### src/rtl/net_pkg.sv
// Shared types and sizing helpers for the neural-net control sequencer.
package net_pkg;

    typedef enum logic [2:0] {
        ST_IDLE  = 3'd0,
        ST_LOAD  = 3'd1,
        ST_ISSUE = 3'd2,
        ST_DRAIN = 3'd3,
        ST_ACT   = 3'd4,
        ST_WRITE = 3'd5
    } state_t;

    localparam logic LAYER_HID = 1'b0;
    localparam logic LAYER_OUT = 1'b1;

    typedef struct packed {
        int unsigned fanin;
        int unsigned count;
    } layer_cfg_t;

    // Fan-in and neuron count of the selected layer.
    function automatic layer_cfg_t layer_cfg(input logic        layer,
                                             input int unsigned n_in,
                                             input int unsigned n_hid,
                                             input int unsigned n_out);
        layer_cfg_t cfg;
        if (layer == LAYER_HID) begin
            cfg.fanin = n_in;
            cfg.count = n_hid;
        end else begin
            cfg.fanin = n_hid;
            cfg.count = n_out;
        end
        return cfg;
    endfunction

    // Total ROM words: every neuron stores a bias plus one weight per input.
    function automatic int unsigned total_weights(input int unsigned n_in,
                                                  input int unsigned n_hid,
                                                  input int unsigned n_out);
        return n_hid * (n_in + 1) + n_out * (n_hid + 1);
    endfunction

endpackage

### src/rtl/net_sequencer_if.sv
// Control bus between the sequencer (master) and the MAC/ROM datapath (slave).
interface net_sequencer_if #(
    parameter int unsigned AW = 4,
    parameter int unsigned IW = 2
);
    logic          start;
    logic          busy;
    logic          done;
    logic          in_load;
    logic [AW-1:0] w_addr;
    logic          mac_en;
    logic          mac_first;
    logic          src_layer;
    logic [IW-1:0] src_idx;
    logic          act_en;
    logic          wr_en;
    logic          wr_layer;
    logic [IW-1:0] wr_idx;

    modport master (
        input  start,
        output busy, done, in_load, w_addr, mac_en, mac_first, src_layer,
               src_idx, act_en, wr_en, wr_layer, wr_idx
    );

    modport slave (
        output start,
        input  busy, done, in_load, w_addr, mac_en, mac_first, src_layer,
               src_idx, act_en, wr_en, wr_layer, wr_idx
    );
endinterface

### src/rtl/net_start_edge.sv
// Rising-edge detector for the start button; the history resets high so a
// button held through reset must be released before it can start a run.
module net_start_edge (
    input  logic clk,
    input  logic rst,
    input  logic i_start,
    output logic o_rise_c
);
    logic r_start_q;

    always_ff @(posedge clk) begin
        if (rst) r_start_q <= 1'b1;
        else     r_start_q <= i_start;
    end

    assign o_rise_c = i_start & ~r_start_q;
endmodule

### src/rtl/net_sequencer.sv
// Walks every hidden then output neuron through one shared MAC: issues ROM
// addresses, delayed MAC strobes, activation and write-back, then flags done.
module net_sequencer
    import net_pkg::*;
#(
    parameter int unsigned N_IN  = 2,
    parameter int unsigned N_HID = 2,
    parameter int unsigned N_OUT = 2,
    parameter int unsigned AW    = 4,
    parameter int unsigned IW    = 2
) (
    input  logic            clk,
    input  logic            rst,
    net_sequencer_if.master bus
);
    localparam int unsigned MAX_F   = (N_IN > N_HID) ? N_IN : N_HID;
    localparam int unsigned MAX_N   = (N_HID > N_OUT) ? N_HID : N_OUT;
    localparam int unsigned MAX_IDX = (MAX_F > N_OUT) ? MAX_F : N_OUT;
    localparam int unsigned KW      = $clog2(MAX_F + 1);
    localparam int unsigned NW      = (MAX_N > 1) ? $clog2(MAX_N) : 1;

    if (AW < $clog2(total_weights(N_IN, N_HID, N_OUT))) begin : g_aw_check
        $error("AW too narrow for the weight ROM");
    end
    if (IW < $clog2(MAX_IDX)) begin : g_iw_check
        $error("IW too narrow for operand/neuron index");
    end

    logic w_start_rise;

    net_start_edge u_start_edge (
        .clk      (clk),
        .rst      (rst),
        .i_start  (bus.start),
        .o_rise_c (w_start_rise)
    );

    state_t        r_state,     w_state_nxt;
    logic          r_layer,     w_layer_nxt;
    logic [NW-1:0] r_neuron,    w_neuron_nxt;
    logic [KW-1:0] r_k,         w_k_nxt;
    logic [AW-1:0] r_w_addr,    w_addr_nxt;
    logic          r_busy,      w_busy_nxt;
    logic          r_done,      w_done_nxt;
    logic          r_in_load,   w_in_load_nxt;
    logic          r_mac_en,    w_mac_en_nxt;
    logic          r_mac_first, w_mac_first_nxt;
    logic          r_src_layer, w_src_layer_nxt;
    logic [IW-1:0] r_src_idx,   w_src_idx_nxt;
    logic          r_act_en,    w_act_en_nxt;
    logic          r_wr_en,     w_wr_en_nxt;
    logic          r_wr_layer,  w_wr_layer_nxt;
    logic [IW-1:0] r_wr_idx,    w_wr_idx_nxt;

    layer_cfg_t    w_cfg;
    logic [KW-1:0] w_fanin;
    logic [NW-1:0] w_last_neuron;

    assign w_cfg         = layer_cfg(r_layer, N_IN, N_HID, N_OUT);
    assign w_fanin       = KW'(w_cfg.fanin);
    assign w_last_neuron = NW'(w_cfg.count - 1);

    // Next-state and next-output logic; every strobe is registered.
    always_comb begin
        w_state_nxt     = r_state;
        w_layer_nxt     = r_layer;
        w_neuron_nxt    = r_neuron;
        w_k_nxt         = r_k;
        w_addr_nxt      = r_w_addr;
        w_busy_nxt      = r_busy;
        w_done_nxt      = r_done;
        w_in_load_nxt   = 1'b0;
        w_mac_en_nxt    = 1'b0;
        w_mac_first_nxt = 1'b0;
        w_src_layer_nxt = 1'b0;
        w_src_idx_nxt   = '0;
        w_act_en_nxt    = 1'b0;
        w_wr_en_nxt     = 1'b0;
        w_wr_layer_nxt  = 1'b0;
        w_wr_idx_nxt    = '0;

        // ROM word issued this cycle is consumed by the MAC next cycle.
        if (r_state == ST_ISSUE) begin
            w_mac_en_nxt    = 1'b1;
            w_mac_first_nxt = (r_k == '0);
            w_src_layer_nxt = r_layer;
            w_src_idx_nxt   = (r_k == '0) ? '0 : IW'(r_k - KW'(1));
        end

        case (r_state)
            ST_IDLE: begin
                if (w_start_rise) begin
                    w_state_nxt   = ST_LOAD;
                    w_done_nxt    = 1'b0;
                    w_busy_nxt    = 1'b1;
                    w_in_load_nxt = 1'b1;
                end
            end
            ST_LOAD: begin
                w_state_nxt  = ST_ISSUE;
                w_layer_nxt  = LAYER_HID;
                w_neuron_nxt = '0;
                w_k_nxt      = '0;
                w_addr_nxt   = '0;
            end
            ST_ISSUE: begin
                if (r_k == w_fanin) begin
                    w_state_nxt = ST_DRAIN;
                end else begin
                    w_k_nxt    = r_k + KW'(1);
                    w_addr_nxt = r_w_addr + AW'(1);
                end
            end
            ST_DRAIN: begin
                w_state_nxt  = ST_ACT;
                w_act_en_nxt = 1'b1;
            end
            ST_ACT: begin
                w_state_nxt    = ST_WRITE;
                w_wr_en_nxt    = 1'b1;
                w_wr_layer_nxt = r_layer;
                w_wr_idx_nxt   = IW'(r_neuron);
            end
            ST_WRITE: begin
                if (r_neuron == w_last_neuron && r_layer == LAYER_OUT) begin
                    w_state_nxt = ST_IDLE;
                    w_done_nxt  = 1'b1;
                    w_busy_nxt  = 1'b0;
                end else begin
                    w_state_nxt = ST_ISSUE;
                    w_k_nxt     = '0;
                    w_addr_nxt  = r_w_addr + AW'(1);
                    if (r_neuron == w_last_neuron) begin
                        w_layer_nxt  = LAYER_OUT;
                        w_neuron_nxt = '0;
                    end else begin
                        w_neuron_nxt = r_neuron + NW'(1);
                    end
                end
            end
            default: w_state_nxt = ST_IDLE;
        endcase
    end

    // State, counters and registered outputs.
    always_ff @(posedge clk) begin
        if (rst) begin
            r_state     <= ST_IDLE;
            r_layer     <= LAYER_HID;
            r_neuron    <= '0;
            r_k         <= '0;
            r_w_addr    <= '0;
            r_busy      <= 1'b0;
            r_done      <= 1'b0;
            r_in_load   <= 1'b0;
            r_mac_en    <= 1'b0;
            r_mac_first <= 1'b0;
            r_src_layer <= 1'b0;
            r_src_idx   <= '0;
            r_act_en    <= 1'b0;
            r_wr_en     <= 1'b0;
            r_wr_layer  <= 1'b0;
            r_wr_idx    <= '0;
        end else begin
            r_state     <= w_state_nxt;
            r_layer     <= w_layer_nxt;
            r_neuron    <= w_neuron_nxt;
            r_k         <= w_k_nxt;
            r_w_addr    <= w_addr_nxt;
            r_busy      <= w_busy_nxt;
            r_done      <= w_done_nxt;
            r_in_load   <= w_in_load_nxt;
            r_mac_en    <= w_mac_en_nxt;
            r_mac_first <= w_mac_first_nxt;
            r_src_layer <= w_src_layer_nxt;
            r_src_idx   <= w_src_idx_nxt;
            r_act_en    <= w_act_en_nxt;
            r_wr_en     <= w_wr_en_nxt;
            r_wr_layer  <= w_wr_layer_nxt;
            r_wr_idx    <= w_wr_idx_nxt;
        end
    end

    assign bus.busy      = r_busy;
    assign bus.done      = r_done;
    assign bus.in_load   = r_in_load;
    assign bus.w_addr    = r_w_addr;
    assign bus.mac_en    = r_mac_en;
    assign bus.mac_first = r_mac_first;
    assign bus.src_layer = r_src_layer;
    assign bus.src_idx   = r_src_idx;
    assign bus.act_en    = r_act_en;
    assign bus.wr_en     = r_wr_en;
    assign bus.wr_layer  = r_wr_layer;
    assign bus.wr_idx    = r_wr_idx;
endmodule

### src/flat_wrapper.sv
// flat-port wrapper written by rule: the top's interface ports become plain ports
module net_sequencer_flat import net_pkg::*;
#(
    parameter int unsigned N_IN  = 2,
    parameter int unsigned N_HID = 2,
    parameter int unsigned N_OUT = 2,
    parameter int unsigned AW    = 4,
    parameter int unsigned IW    = 2
)
  (clk, rst, bus_start, bus_busy, bus_done, bus_in_load, bus_w_addr, bus_mac_en, bus_mac_first, bus_src_layer, bus_src_idx, bus_act_en, bus_wr_en, bus_wr_layer, bus_wr_idx);
  net_sequencer_if #(.AW(AW), .IW(IW)) bus_i ();
  input  logic clk;
  input  logic rst;
  input wire logic [$bits(bus_i.start)-1:0] bus_start;
  output wire logic [$bits(bus_i.busy)-1:0] bus_busy;
  output wire logic [$bits(bus_i.done)-1:0] bus_done;
  output wire logic [$bits(bus_i.in_load)-1:0] bus_in_load;
  output wire logic [$bits(bus_i.w_addr)-1:0] bus_w_addr;
  output wire logic [$bits(bus_i.mac_en)-1:0] bus_mac_en;
  output wire logic [$bits(bus_i.mac_first)-1:0] bus_mac_first;
  output wire logic [$bits(bus_i.src_layer)-1:0] bus_src_layer;
  output wire logic [$bits(bus_i.src_idx)-1:0] bus_src_idx;
  output wire logic [$bits(bus_i.act_en)-1:0] bus_act_en;
  output wire logic [$bits(bus_i.wr_en)-1:0] bus_wr_en;
  output wire logic [$bits(bus_i.wr_layer)-1:0] bus_wr_layer;
  output wire logic [$bits(bus_i.wr_idx)-1:0] bus_wr_idx;
  assign bus_i.start = bus_start;
  assign bus_busy = bus_i.busy;
  assign bus_done = bus_i.done;
  assign bus_in_load = bus_i.in_load;
  assign bus_w_addr = bus_i.w_addr;
  assign bus_mac_en = bus_i.mac_en;
  assign bus_mac_first = bus_i.mac_first;
  assign bus_src_layer = bus_i.src_layer;
  assign bus_src_idx = bus_i.src_idx;
  assign bus_act_en = bus_i.act_en;
  assign bus_wr_en = bus_i.wr_en;
  assign bus_wr_layer = bus_i.wr_layer;
  assign bus_wr_idx = bus_i.wr_idx;
  net_sequencer #(.N_IN(N_IN), .N_HID(N_HID), .N_OUT(N_OUT), .AW(AW), .IW(IW)) u_core (.clk(clk), .rst(rst), .bus(bus_i));
endmodule
### config.mk
export PLATFORM = sky130hd
export DESIGN_NAME = net_sequencer_flat
export DESIGN_NICKNAME = d
export VERILOG_FILES = /design/src/rtl/net_pkg.sv /design/src/rtl/net_sequencer_if.sv /design/src/rtl/net_start_edge.sv /design/src/rtl/net_sequencer.sv /design/src/flat_wrapper.sv
export SDC_FILE = /design/constraint.sdc
export NUM_CORES = 1
export LEC_CHECK = 0
export ABC_AREA = 0
export CAP_MARGIN = 20
export CORE_UTILIZATION = 51
export CTS_CLUSTER_DIAMETER = 80
export DETAILED_ROUTE_END_ITERATION = 8
export GPL_TIMING_DRIVEN = 0
export PLACE_DENSITY = 0.79
export RECOVER_POWER = 50
export SLEW_MARGIN = 15
export SYNTH_ARGS = -nofsm -noshare
export SYNTH_HDL_FRONTEND = slang
export SYNTH_SLANG_ARGS = --single-unit
### constraint.sdc
create_clock -name clk -period 3.3 [get_ports clk]
set_input_delay 0.66 -clock clk [delete_from_list [all_inputs] [get_ports clk]]
set_output_delay 0.66 -clock clk [all_outputs]
set_load 0.05 [all_outputs]
Word-level counts from Yosys, hierarchy flattened

Cells that the tools add are included.

Word-level logic and storage cells: 80
Output and inout port bits: 17
Flip-flop bits (word level): 25

$add $sub $neg: 4
Reductions and logical operators: 15
Equality and inequality tests: 12
Multiplexer cells: 26
Bitwise operators: 5

Operators by type and width:

| cell                                                  | number |
|---|---|
| one-hot mux 3 bit (6 select lines)                    | 1 |
| two-way mux 1 bit                                     | 12 |
| one-hot mux 4 bit (3 select lines)                    | 1 |
| AND reduction 3 bit                                   | 3 |
| two-way mux 4 bit                                     | 2 |
| inequality test 2 bit, second input constant          | 4 |
| one-hot mux 1 bit (2 select lines)                    | 4 |
| equality test 3 x 2 -> 1 bit, second input constant   | 2 |
| equality test 3 bit, second input constant            | 2 |
| two-way mux 2 bit                                     | 3 |
| two-way mux 3 bit                                     | 2 |
| one-hot mux 2 bit (3 select lines)                    | 1 |
| OR reduction 2 bit                                    | 3 |
| adder 4 x 1 -> 4 bit, second input constant           | 1 |
| inequality test 2 x 1 -> 1 bit, second input constant | 2 |
| inverter 1 bit                                        | 4 |
| AND reduction 2 bit                                   | 2 |
| nonzero test 2 bit                                    | 2 |
| equality test 3 x 1 -> 1 bit, second input constant   | 1 |
| logical NOT 3 bit                                     | 1 |
| nonzero test 3 bit                                    | 1 |
| OR reduction 3 bit                                    | 1 |
| adder 2 x 1 -> 2 bit, second input constant           | 1 |
| equality test 2 bit, second input constant            | 1 |
| 5 further kinds                                       | 5 |

Longest topological paths before layout

Gate-level depths: netlist of the first run.

Depth after elaboration: 4
Mapped depth: 6
Gate-level depth less buffers: 6

Cells and area by module

Synthesis of the first run repeated with hierarchy kept, for this count alone.

Cell total of the unflattened synthesis: 105
Area total of the unflattened synthesis: 1038.5 µm²

Modules (own cells, without submodules):

| module         | sequential area each (µm²) | times used | cells each | area an instance (µm²) |
|---|---|---|---|---|
| net_sequencer  | 460.4                      | 1          | 102        | 1006.0 |
| net_start_edge | 20.0                       | 1          | 3          | 32.5 |

Worst setup path after synthesis of the first run

OpenSTA, ideal clock, no wires.

Kind: register -> register
Start: reg u_core.r_w_addr[0], in the netlist u_core.bus.w_addr[0]
End: reg u_core.r_w_addr[2], in the netlist u_core.bus.w_addr[2]
Setup slack: 1.882 ns
Clock period less this slack: 1.418 ns
Path buffers: 0
Data arrival time: 1.325 ns
Stages on the path, launching flop included: 5
Cell sequence: dfxtp_1 -> ha_1 -> inv_1 -> or3_1 -> o32ai_1

Longest elaborated chain between the ends: 3
Elaborated cells on any way between the ends: 4
Classes of those cells: 1 x add/sub; 3 x mux

Ends and longest elaborated chain:

| element                                     | RTL line                                   | source |
|---|---|---|
| from (decl)                                 | net_sequencer.sv:42                        | `logic [AW-1:0] r_w_addr, w_addr_nxt;` |
| from (signal assigned)                      | net_sequencer.sv:169                       | `r_w_addr <= w_addr_nxt;` |
| adder 4 x 1 -> 4 bit (*)                    | net_sequencer.sv:111, net_sequencer.sv:132 |  |
| two-way mux 4 bit, on equally long branches | net_sequencer.sv:125, net_sequencer.sv:107 |  |
| one-hot mux 4 bit (3 select lines) (*)      | net_sequencer.sv:90                        | `case (r_state)` |

Mark *: on every way between the ends. The rest lies on a longest branch, timed or not. The select of a mux whose other input is x is not followed.
A chain may end at the register's enable or synchronous reset.

Worst setup path after layout of the first run

Start: reg u_core.r_w_addr[0], in the netlist u_core.bus.w_addr[0]
End: out bus_w_addr[0]

RTL lines:

| element   | RTL line           | source |
|---|---|---|
| to (decl) | flat_wrapper.sv:18 | `output wire logic [$bits(bus_i.w_addr)-1:0] bus_w_addr;` |

No word-level cell between the ends.

==> flow_metrics.tcl, run 1 <==
set metrics [dict create \
    outcome "finished clean" \
    layout_setup_ws_ns 1.09 \
    multi_input_area_sq_um 447 \
    fin_crit_ns 2.21 \
    ys.flop_type "dfxtp_1" \
    core_sq_um 1780 \
    cts_root_buffer "clkbuf_4" \
    rows 15 \
    post-cts-setup-buffers 0 \
    combPwrFrac_pct 12.7 \
    synth_top_cells_by_area "dfxtp_1 (48%), a21oi_1 (5.5%), ha_1 (3.7%), nand2_1 (3.3%), nand2b_1 (3.1%)" \
    tightest_slew_ns 0.492 \
    p_int_uw 362 \
    hold_buffers 0 \
    final.setup_skew_ns 0.00474 \
    overflow 0 \
    pwr-share-seq_pct 62.1 \
    top_usage_layer "met2" \
    yosysWarnings 0 \
    die_height_um 46.5 \
    power_density_nw_per_um2 388 \
    fillers 148 \
    hold_class "reg -> reg" \
    grt_use_met2_pct 30.0 \
    hold_viol 0 \
    cellLeakagePower_uw 0.000468 \
    die_w_um 46.5 \
    synth_top_area_share_pct 47.6 \
    async_reset_ff_share_pct 0 \
    grt_pass1_vias 659 \
    htree_levels 1 \
    achievable-frequency_ghz 0.453 \
    yosys.area.top_type "dfxtp_1" \
    synth.distinct_cells 33 \
    critPathSlowestCell "clkdlybuf4s50_1" \
    grt_usage_pct 18.7 \
    crit_required_ns 2.64 \
    rsz0062_at_grt "no" \
    seq_area_sq_um 480 \
    slew_violations 0 \
    grt_util_met3_pct 3.53 \
    drtIter0Drc 6 \
    synth-edff-count 0 \
    min_period_over_period_pct 66.9 \
    end_kind "primary output" \
    cts_tree "yes" \
    ys_ff_latch 24 \
    io_buffers 18 \
    tns_ns 0 \
    place_hpwl_mm 1.21 \
    dieArea_sq_um 2160 \
    numCtsBuffers 3 \
    power.switching_uw 117 \
    routedWlPerCell_um 11.3 \
    grtUsageMet1_pct 23.8 \
    cts_resized 0 \
    clock_path_buffers 2 \
    finalWirelength_mm 1.69 \
    antenna_found_initial 0 \
    drt-vias-per-instance 5.06 \
    netlist_area_sq_um 1010 \
    max_slew_margin_pct 66.7 \
    dr.pass1.iters 4 \
    arrival_ns 1.55 \
    synth_most_common_cell "dfxtp_1" \
    synth.avg_cell_area_sq_um 9.79 \
    drive_gt1_share_pct 11.3 \
    antenna_cells 0 \
    maxCapViolCount 0 \
    area_growth_pct 22.6 \
    grt_pass1_wl_mm 2.86 \
    nets 132 \
    path_delay_family "buffers and inverters" \
    cts_sinks 24 \
    post-route-drc-count 0 \
    grt_max_degree 13 \
    start_util_pct 56.6 \
    cp.buffers_inverters 1 \
    gp_congestion 0.743 \
    dp_slack_ns 1.12 \
    synth_commonest_cells "dfxtp_1 (24), a21oi_1 (11), nand2_1 (9)" \
    io_pins 20 \
    sw_frac_of_total_pct 24.4 \
    critPathMaxStageDelay_ns 0.83 \
    worstSetupPathType "reg -> out" \
    antenna_left 0 \
    cp_max_fo 5 \
    setup_violations 0 \
    yosysSeqAreaShare_pct 47.6 \
    via_count 754 \
    cp-start-kind "flop" \
    syn_nets 109 \
    crit_chain "clkdlybuf4s50_1" \
    syn_inst 103 \
    clock_power_share_pct 25.2 \
    clk_pin_slew_ns 0.12 \
    ir_worst_vdd_uv 241 \
    clock_latency_ns 0.30 \
]
-- per-stage QoR --
stage	utilization, %	std cells	power [uW]	hold WS, ns	instance area (sq um)
2_1_floorplan	-	103	351	0.423	1010
3_3_place_gp	68.4	146	365	0.435	1220
4_1_cts	69.7	149	482	0.461	1240
3_5_place_dp	68.4	146	366	0.442	1220
6_report	69.3	149	480	0.458	1240
5_1_grt	69.3	149	498	0.480	1240
-- power by group through the flow --
stage | registers [uW] | logic, uW | clock network (uW)
floorplan | 313 | 37.6 | 0
global placement | 304 | 60.7 | 0
detailed placement | 305 | 61.1 | 0
CTS | 298 | 61.4 | 123
global route | 299 | 66.0 | 134
finish | 298 | 61.1 | 121
-- cell families (layout without fill, tap and decap cells) --
family	count (synthesis)	count (layout)	synth area share, %
compound gates	19	19	12.5
simple gates	42	42	28.3
other cells	1	1	0.372
flops	24	24	47.6
buf+inv	14	35	7.44
fa+ha+maj	3	3	3.72
-- registers in the layout, summed over array words and instances, names as in the netlist --
name	cells
u_core.bus.mac_en	1
u_core.bus.src_layer	1
u_core.u_start_edge.r_start_q	1
u_core.r_neuron	1
u_core.bus.src_idx	2
u_core.bus.busy	1
u_core.bus.w_addr	4
u_core.r_layer	1
u_core.bus.wr_idx	1
u_core.bus.wr_layer	1
u_core.bus.act_en	1
u_core.bus.mac_first	1
u_core.r_state	3
u_core.bus.wr_en	1
u_core.r_k	2
u_core.bus.in_load	1
u_core.bus.done	1
-- per-layer routing --
metal  vias up  share of wire (%)
li1        394                  -
met1       341                 49
met2        15                 45
met3         4                3.8
met4         0                1.7
met5         -                  0
-- layout make-up --
type	count	share of cell area (%)
clock buffers	3	1.82
repair buffers	18	14.6
inverters	8	2.43
flip-flops and latches	24	38.9
plain buffers	6	3.64
well taps	25	2.53
multi-input cells	65	36.1
-- cells in the final DEF (no fill, tap or decap), types with 2 or more instances in the layout --
| cell | count |
|---|---|
| a21o_1 | 2 |
| a21oi_1 | 11 |
| and2_0 | 2 |
| and2_1 | 2 |
| buf_4 | 2 |
| buf_6 | 2 |
| clkbuf_1 | 2 |
| clkbuf_4 | 3 |
| clkdlybuf4s50_1 | 17 |
| dfxtp_1 | 24 |
| ha_1 | 3 |
| inv_1 | 8 |
| nand2_1 | 9 |
| nand2b_1 | 5 |
| nand3_1 | 4 |
| nor2_1 | 2 |
| nor3_1 | 4 |
| o32ai_1 | 2 |
| or3_1 | 2 |
-- final timing paths --
path	endpoint	slack, ns	cells past startpoint	startpoint
max	bus_w_addr[0]	1.09	1	u_core.bus.w_addr[0]$_SDFFE_PP0P_
min	u_core.bus.busy$_SDFFE_PP0P_	0.46	2	u_core.bus.busy$_SDFFE_PP0P_
max reg2reg	u_core.bus.w_addr[3]$_SDFFE_PP0P_	1.71	6	u_core.r_k[0]$_SDFFE_PP0P_
min reg2reg	u_core.bus.busy$_SDFFE_PP0P_	0.46	2	u_core.bus.busy$_SDFFE_PP0P_
Note: power is estimated with default switching activity, not from simulation.
==> run 2: changes to the inputs <==
--- a/config.mk
+++ b/config.mk
@@ -7,11 +7,11 @@
 export LEC_CHECK = 0
 export ABC_AREA = 0
 export CAP_MARGIN = 20
-export CORE_UTILIZATION = 51
+export CORE_UTILIZATION = 44
 export CTS_CLUSTER_DIAMETER = 80
 export DETAILED_ROUTE_END_ITERATION = 8
 export GPL_TIMING_DRIVEN = 0
-export PLACE_DENSITY = 0.79
+export PLACE_DENSITY = 0.73
 export RECOVER_POWER = 50
 export SLEW_MARGIN = 15
 export SYNTH_ARGS = -nofsm -noshare
==> constraint.sdc (replaced) <==
create_clock -name clk -period 2 [get_ports clk]
set_input_delay 0.4 -clock clk [delete_from_list [all_inputs] [get_ports clk]]
set_output_delay 0.4 -clock clk [all_outputs]
set_load 0.05 [all_outputs]
==> flow_metrics.tcl, run 2 (same netlist as run 1, synthesis figures left out) <==
set metrics [dict create \
    gp_congestion 0.762 \
    clock_path_buffers 2 \
    worstSetupPathType "reg -> out" \
    io_pins 20 \
    antenna_found_initial 0 \
    crit_chain "clkdlybuf4s50_1" \
    stdcell_area_sq_um 1260 \
    worstHoldPathCells 2 \
    achievable-frequency_ghz 0.520 \
    cp_max_fo 4 \
    rows 16 \
    antenna_left 0 \
    arrival_ns 1.52 \
    hold_viol 0 \
    layout_commonest_cell "dfxtp_1" \
    crit_required_ns 1.60 \
    drt-vias-per-instance 5.05 \
    die_w_um 49.9 \
    max_slew_margin_pct 60.9 \
    grt_max_degree 15 \
    htree_levels 1 \
    io_buffers 18 \
    fin_crit_ns 1.92 \
    cts_root_buffer "clkbuf_4" \
    path_delay_family "buffers and inverters" \
    slew_violations 0 \
    cts_tree "yes" \
    end_kind "primary output" \
    maxCapViolCount 0 \
    routedWlPerCell_um 11.8 \
    die_height_um 49.9 \
    dr.pass1.iters 4 \
    cp-start-kind "flop" \
    post-route-drc-count 0 \
    cts_sinks 24 \
    stdcell_count 152 \
    antenna_cells 0 \
    tns_ns 0 \
    overflow 0 \
    critPathMaxStageDelay_ns 0.82 \
    drive_gt1_share_pct 12.0 \
    grt_usage_pct 16.1 \
    core_sq_um 2060 \
    post-cts-setup-buffers 0 \
    dpl_cell_area_sq_um 1220 \
    cellLeakagePower_uw 0.000477 \
    power_density_nw_per_um2 746 \
    tightest_slew_ns 0.578 \
    nets 132 \
    layout_common_cells "dfxtp_1 (24), clkdlybuf4s50_1 (15), a21oi_1 (11)" \
    largest_reg_flops 4 \
    clock_latency_ns 0.31 \
    r2r_cells 6 \
    dieArea_sq_um 2490 \
    cp.buffers_inverters 1 \
    rsz0062_at_grt "no" \
    worst-path-stages 1 \
    setup_violations 0 \
    area_growth_pct 24.6 \
    critPathSlowestCell "clkdlybuf4s50_1" \
    ir_worst_vdd_uv 589 \
    numCtsBuffers 3 \
    final.setup_skew_ns 0.00961 \
    dp_cells 148 \
    hold_buffers 0 \
    place_hpwl_mm 1.26 \
    grt_pass1_vias 672 \
    hold_class "reg -> reg" \
    finalWirelength_mm 1.79 \
    min_period_over_period_pct 96.2 \
    outcome "finished clean" \
    via_count 767 \
    start_util_pct 48.9 \
    drtIter0Drc 9 \
    grt_pass1_wl_mm 2.99 \
    clk_pin_slew_ns 0.13 \
]
[run 2: cell count changes in the layout (fill, tap and decap cells not counted), sizes merged]
cell,change
clkbuf,+2
clkdlybuf4s50,-2
bufinv,+1
[run 2: final timing paths]
kind / startpoint / end / slack [ns]
max: u_core.bus.w_addr[2]$_SDFFE_PP0P_ / bus_w_addr[2] / 0.08
min: u_core.bus.busy$_SDFFE_PP0P_ / u_core.bus.busy$_SDFFE_PP0P_ / 0.46
max reg2reg: u_core.r_k[0]$_SDFFE_PP0P_ / u_core.bus.w_addr[2]$_SDFFE_PP0P_ / 0.45
min reg2reg: u_core.bus.busy$_SDFFE_PP0P_ / u_core.bus.busy$_SDFFE_PP0P_ / 0.46
[run 2: cell type report]
type                    count  area (sq um)
fillers                   189           806
multi-input cells          65           447
clock buffers               3          22.5
clock inverters             1          30.0
well taps                  27          33.8
inverters                   8          30.0
repair buffers             18           168
plain buffers               6          45.0
flip-flops and latches     24           480
[run 2: what timing repair did]
action | 4_1_cts | 5_1_grt
endpoints found under the hold margin | 0 | 0
endpoints found under the setup margin | 0 | 2
resized for setup | 0 | 2
[run 2: layer usage]
| layer | global-route usage [%] | routed length (um) |
|---|---|---|
| met5 | 0 | 0 |
| met4 | 7.14 | 0 |
| met3 | 3.09 | 64 |
| met2 | 26.8 | 920 |
| met1 | 20.0 | 806 |
[run 2: where the power goes]
part           internal (uW)  switching [uW]
Combinational           39.9            60.4
Sequential               487            4.51
Clock                    203             142
Total                    730             207
[run 2: per-stage QoR]
stage	utilization, %	setup WS [ns]	hold slack (ns)	total power (uW)
3_5_place_dp	59.3	0.0579	0.442	605
4_1_cts	61.8	0.0209	0.462	950
6_report	60.9	0.0767	0.457	937
5_1_grt	60.9	0.0177	0.480	979
2_1_floorplan	-	0.582	0.423	579
3_3_place_gp	59.3	0.0895	0.436	603
==> run 3: changes to the inputs <==
--- a/config.mk
+++ b/config.mk
@@ -11,6 +11,7 @@
 export CTS_CLUSTER_DIAMETER = 80
 export DETAILED_ROUTE_END_ITERATION = 8
 export GPL_TIMING_DRIVEN = 0
+export MAX_ROUTING_LAYER = met4
 export PLACE_DENSITY = 0.73
 export RECOVER_POWER = 50
 export SLEW_MARGIN = 15
==> flow_metrics.tcl, run 3 (same netlist as run 1, synthesis figures left out) <==
set metrics [dict create \
    end_kind "primary output" \
    htree_levels 1 \
    path_delay_family "buffers and inverters" \
    grt_usage_pct 16.6 \
    die_height_um 49.9 \
    grt_pass1_vias 671 \
    grt_max_degree 15 \
    cts_tree "yes" \
    cts_root_buffer "clkbuf_4" \
    pwr-share-seq_pct 52.5 \
    clock_latency_ns 0.31 \
    antenna_cells 0 \
    dr.pass1.iters 4 \
    fin_crit_ns 1.92 \
    combPwrFrac_pct 10.7 \
    cp-start-kind "flop" \
    numCtsBuffers 3 \
    io_pins 20 \
    clock_path_buffers 2 \
    crit_chain "clkdlybuf4s50_1" \
    cp_max_fo 4 \
    rsz0062_at_grt "no" \
    crit_required_ns 1.60 \
    drt-vias-per-instance 5.04 \
    tightest_slew_ns 0.578 \
    ir_worst_vdd_uv 590 \
    dieArea_sq_um 2490 \
    final.setup_skew_ns 0.00971 \
    cp.buffers_inverters 1 \
    hold_viol 0 \
    finalWirelength_mm 1.80 \
    grt_pass1_wl_mm 2.99 \
    cellLeakagePower_uw 0.000477 \
    dp_cells 148 \
    outcome "finished clean" \
    antenna_found_initial 0 \
    core_sq_um 2060 \
    routedWlPerCell_um 11.8 \
    nets 132 \
    min_period_over_period_pct 96.1 \
    arrival_ns 1.52 \
    p_int_uw 730 \
    stdcell_count 152 \
    hold_class "reg -> reg" \
    worstSetupPathType "reg -> out" \
    die_w_um 49.9 \
    post-route-drc-count 0 \
    power_density_nw_per_um2 746 \
    io_buffers 18 \
    max_slew_margin_pct 60.9 \
    achievable-frequency_ghz 0.520 \
    rows 16 \
    slew_violations 0 \
    layout_common_cells "dfxtp_1 (24), clkdlybuf4s50_1 (15), a21oi_1 (11)" \
    via_count 766 \
    critPathSlowestCell "clkdlybuf4s50_1" \
    area_growth_pct 24.6 \
    place_hpwl_mm 1.26 \
    largest_reg_flops 4 \
    clk_pin_slew_ns 0.13 \
    maxCapViolCount 0 \
    cts_sinks 24 \
    tns_ns 0 \
    drive_gt1_share_pct 12.0 \
    setup_violations 0 \
    antenna_left 0 \
    overflow 0 \
    drtIter0Drc 9 \
    clock_power_share_pct 36.8 \
    gp_congestion 0.772 \
    layout_commonest_cell "dfxtp_1" \
    critPathMaxStageDelay_ns 0.82 \
    power.switching_uw 207 \
    start_util_pct 48.9 \
    sw_frac_of_total_pct 22.1 \
]
[run 3: cell counts in the layout (fill, tap and decap cells not counted)]
No cell type changed its count.
[run 3: power by group through the flow]
stage,clock (uW),sequential [uW],combinational [uW]
after floorplan,0,517,62.0
after global placement,0,502,101
after detailed placement,0,503,102
after CTS,355,492,103
after global routing,376,493,110
final,345,492,100
[run 3: worst register-to-register path: stages (launching register included)]
cell	delay [ns]
dfxtp_1	0.35
inv_1	0.09
ha_1	0.23
nor4b_4	0.08
a211oi_2	0.42
a21oi_1	0.08
o32ai_1	0.22
[run 3: path summary, 6_finish.rpt]
check | start | endpoint | slack (ns) | cells after the start
worst max-delay path | u_core.bus.w_addr[2]$_SDFFE_PP0P_ | bus_w_addr[2] | 0.08 | 1
worst min-delay path | u_core.bus.busy$_SDFFE_PP0P_ | u_core.bus.busy$_SDFFE_PP0P_ | 0.46 | 2
worst max register to register | u_core.r_k[0]$_SDFFE_PP0P_ | u_core.bus.w_addr[2]$_SDFFE_PP0P_ | 0.45 | 6
worst min register to register | u_core.bus.busy$_SDFFE_PP0P_ | u_core.bus.busy$_SDFFE_PP0P_ | 0.46 | 2
[run 3: metrics by stage]
step                power [uW]  worst slack, ns  hold WS [ns]  cell area (sq um)  utilization, %
floorplan                  579            0.582         0.423               1010               -
global placement           603           0.0895         0.436               1220            59.3
detailed placement         605           0.0579         0.442               1220            59.3
CTS                        950           0.0209         0.462               1270            61.8
global route               979           0.0177         0.480               1260            60.9
finish                     937           0.0772         0.457               1260            60.9
[run 3: final cells by class]
| type | instances | area (sq um) |
|---|---|---|
| Fill cell | 189 | 806 |
| Sequential cell | 24 | 480 |
| Multi-Input combinational cell | 65 | 447 |
| Timing Repair Buffer | 18 | 168 |
| Buffer | 6 | 45.0 |
| Tap cell | 27 | 33.8 |
| Clock inverter | 1 | 30.0 |
| Inverter | 8 | 30.0 |
| Clock buffer | 3 | 22.5 |
[run 3: timing repair]
item                                    4_1_cts  5_1_grt
endpoints found under the setup margin        0        2
gates resized for setup                       0        2
setup buffers                                 0        0
hold buffers                                  0        0
[run 3: per-layer routing]
| layer | global-route usage (%) | wire, um |
|---|---|---|
| met5 | - | 0 |
| met4 | 7.14 | 9 |
| met3 | 2.78 | 54 |
| met2 | 26.8 | 909 |
| met1 | 20.2 | 821 |
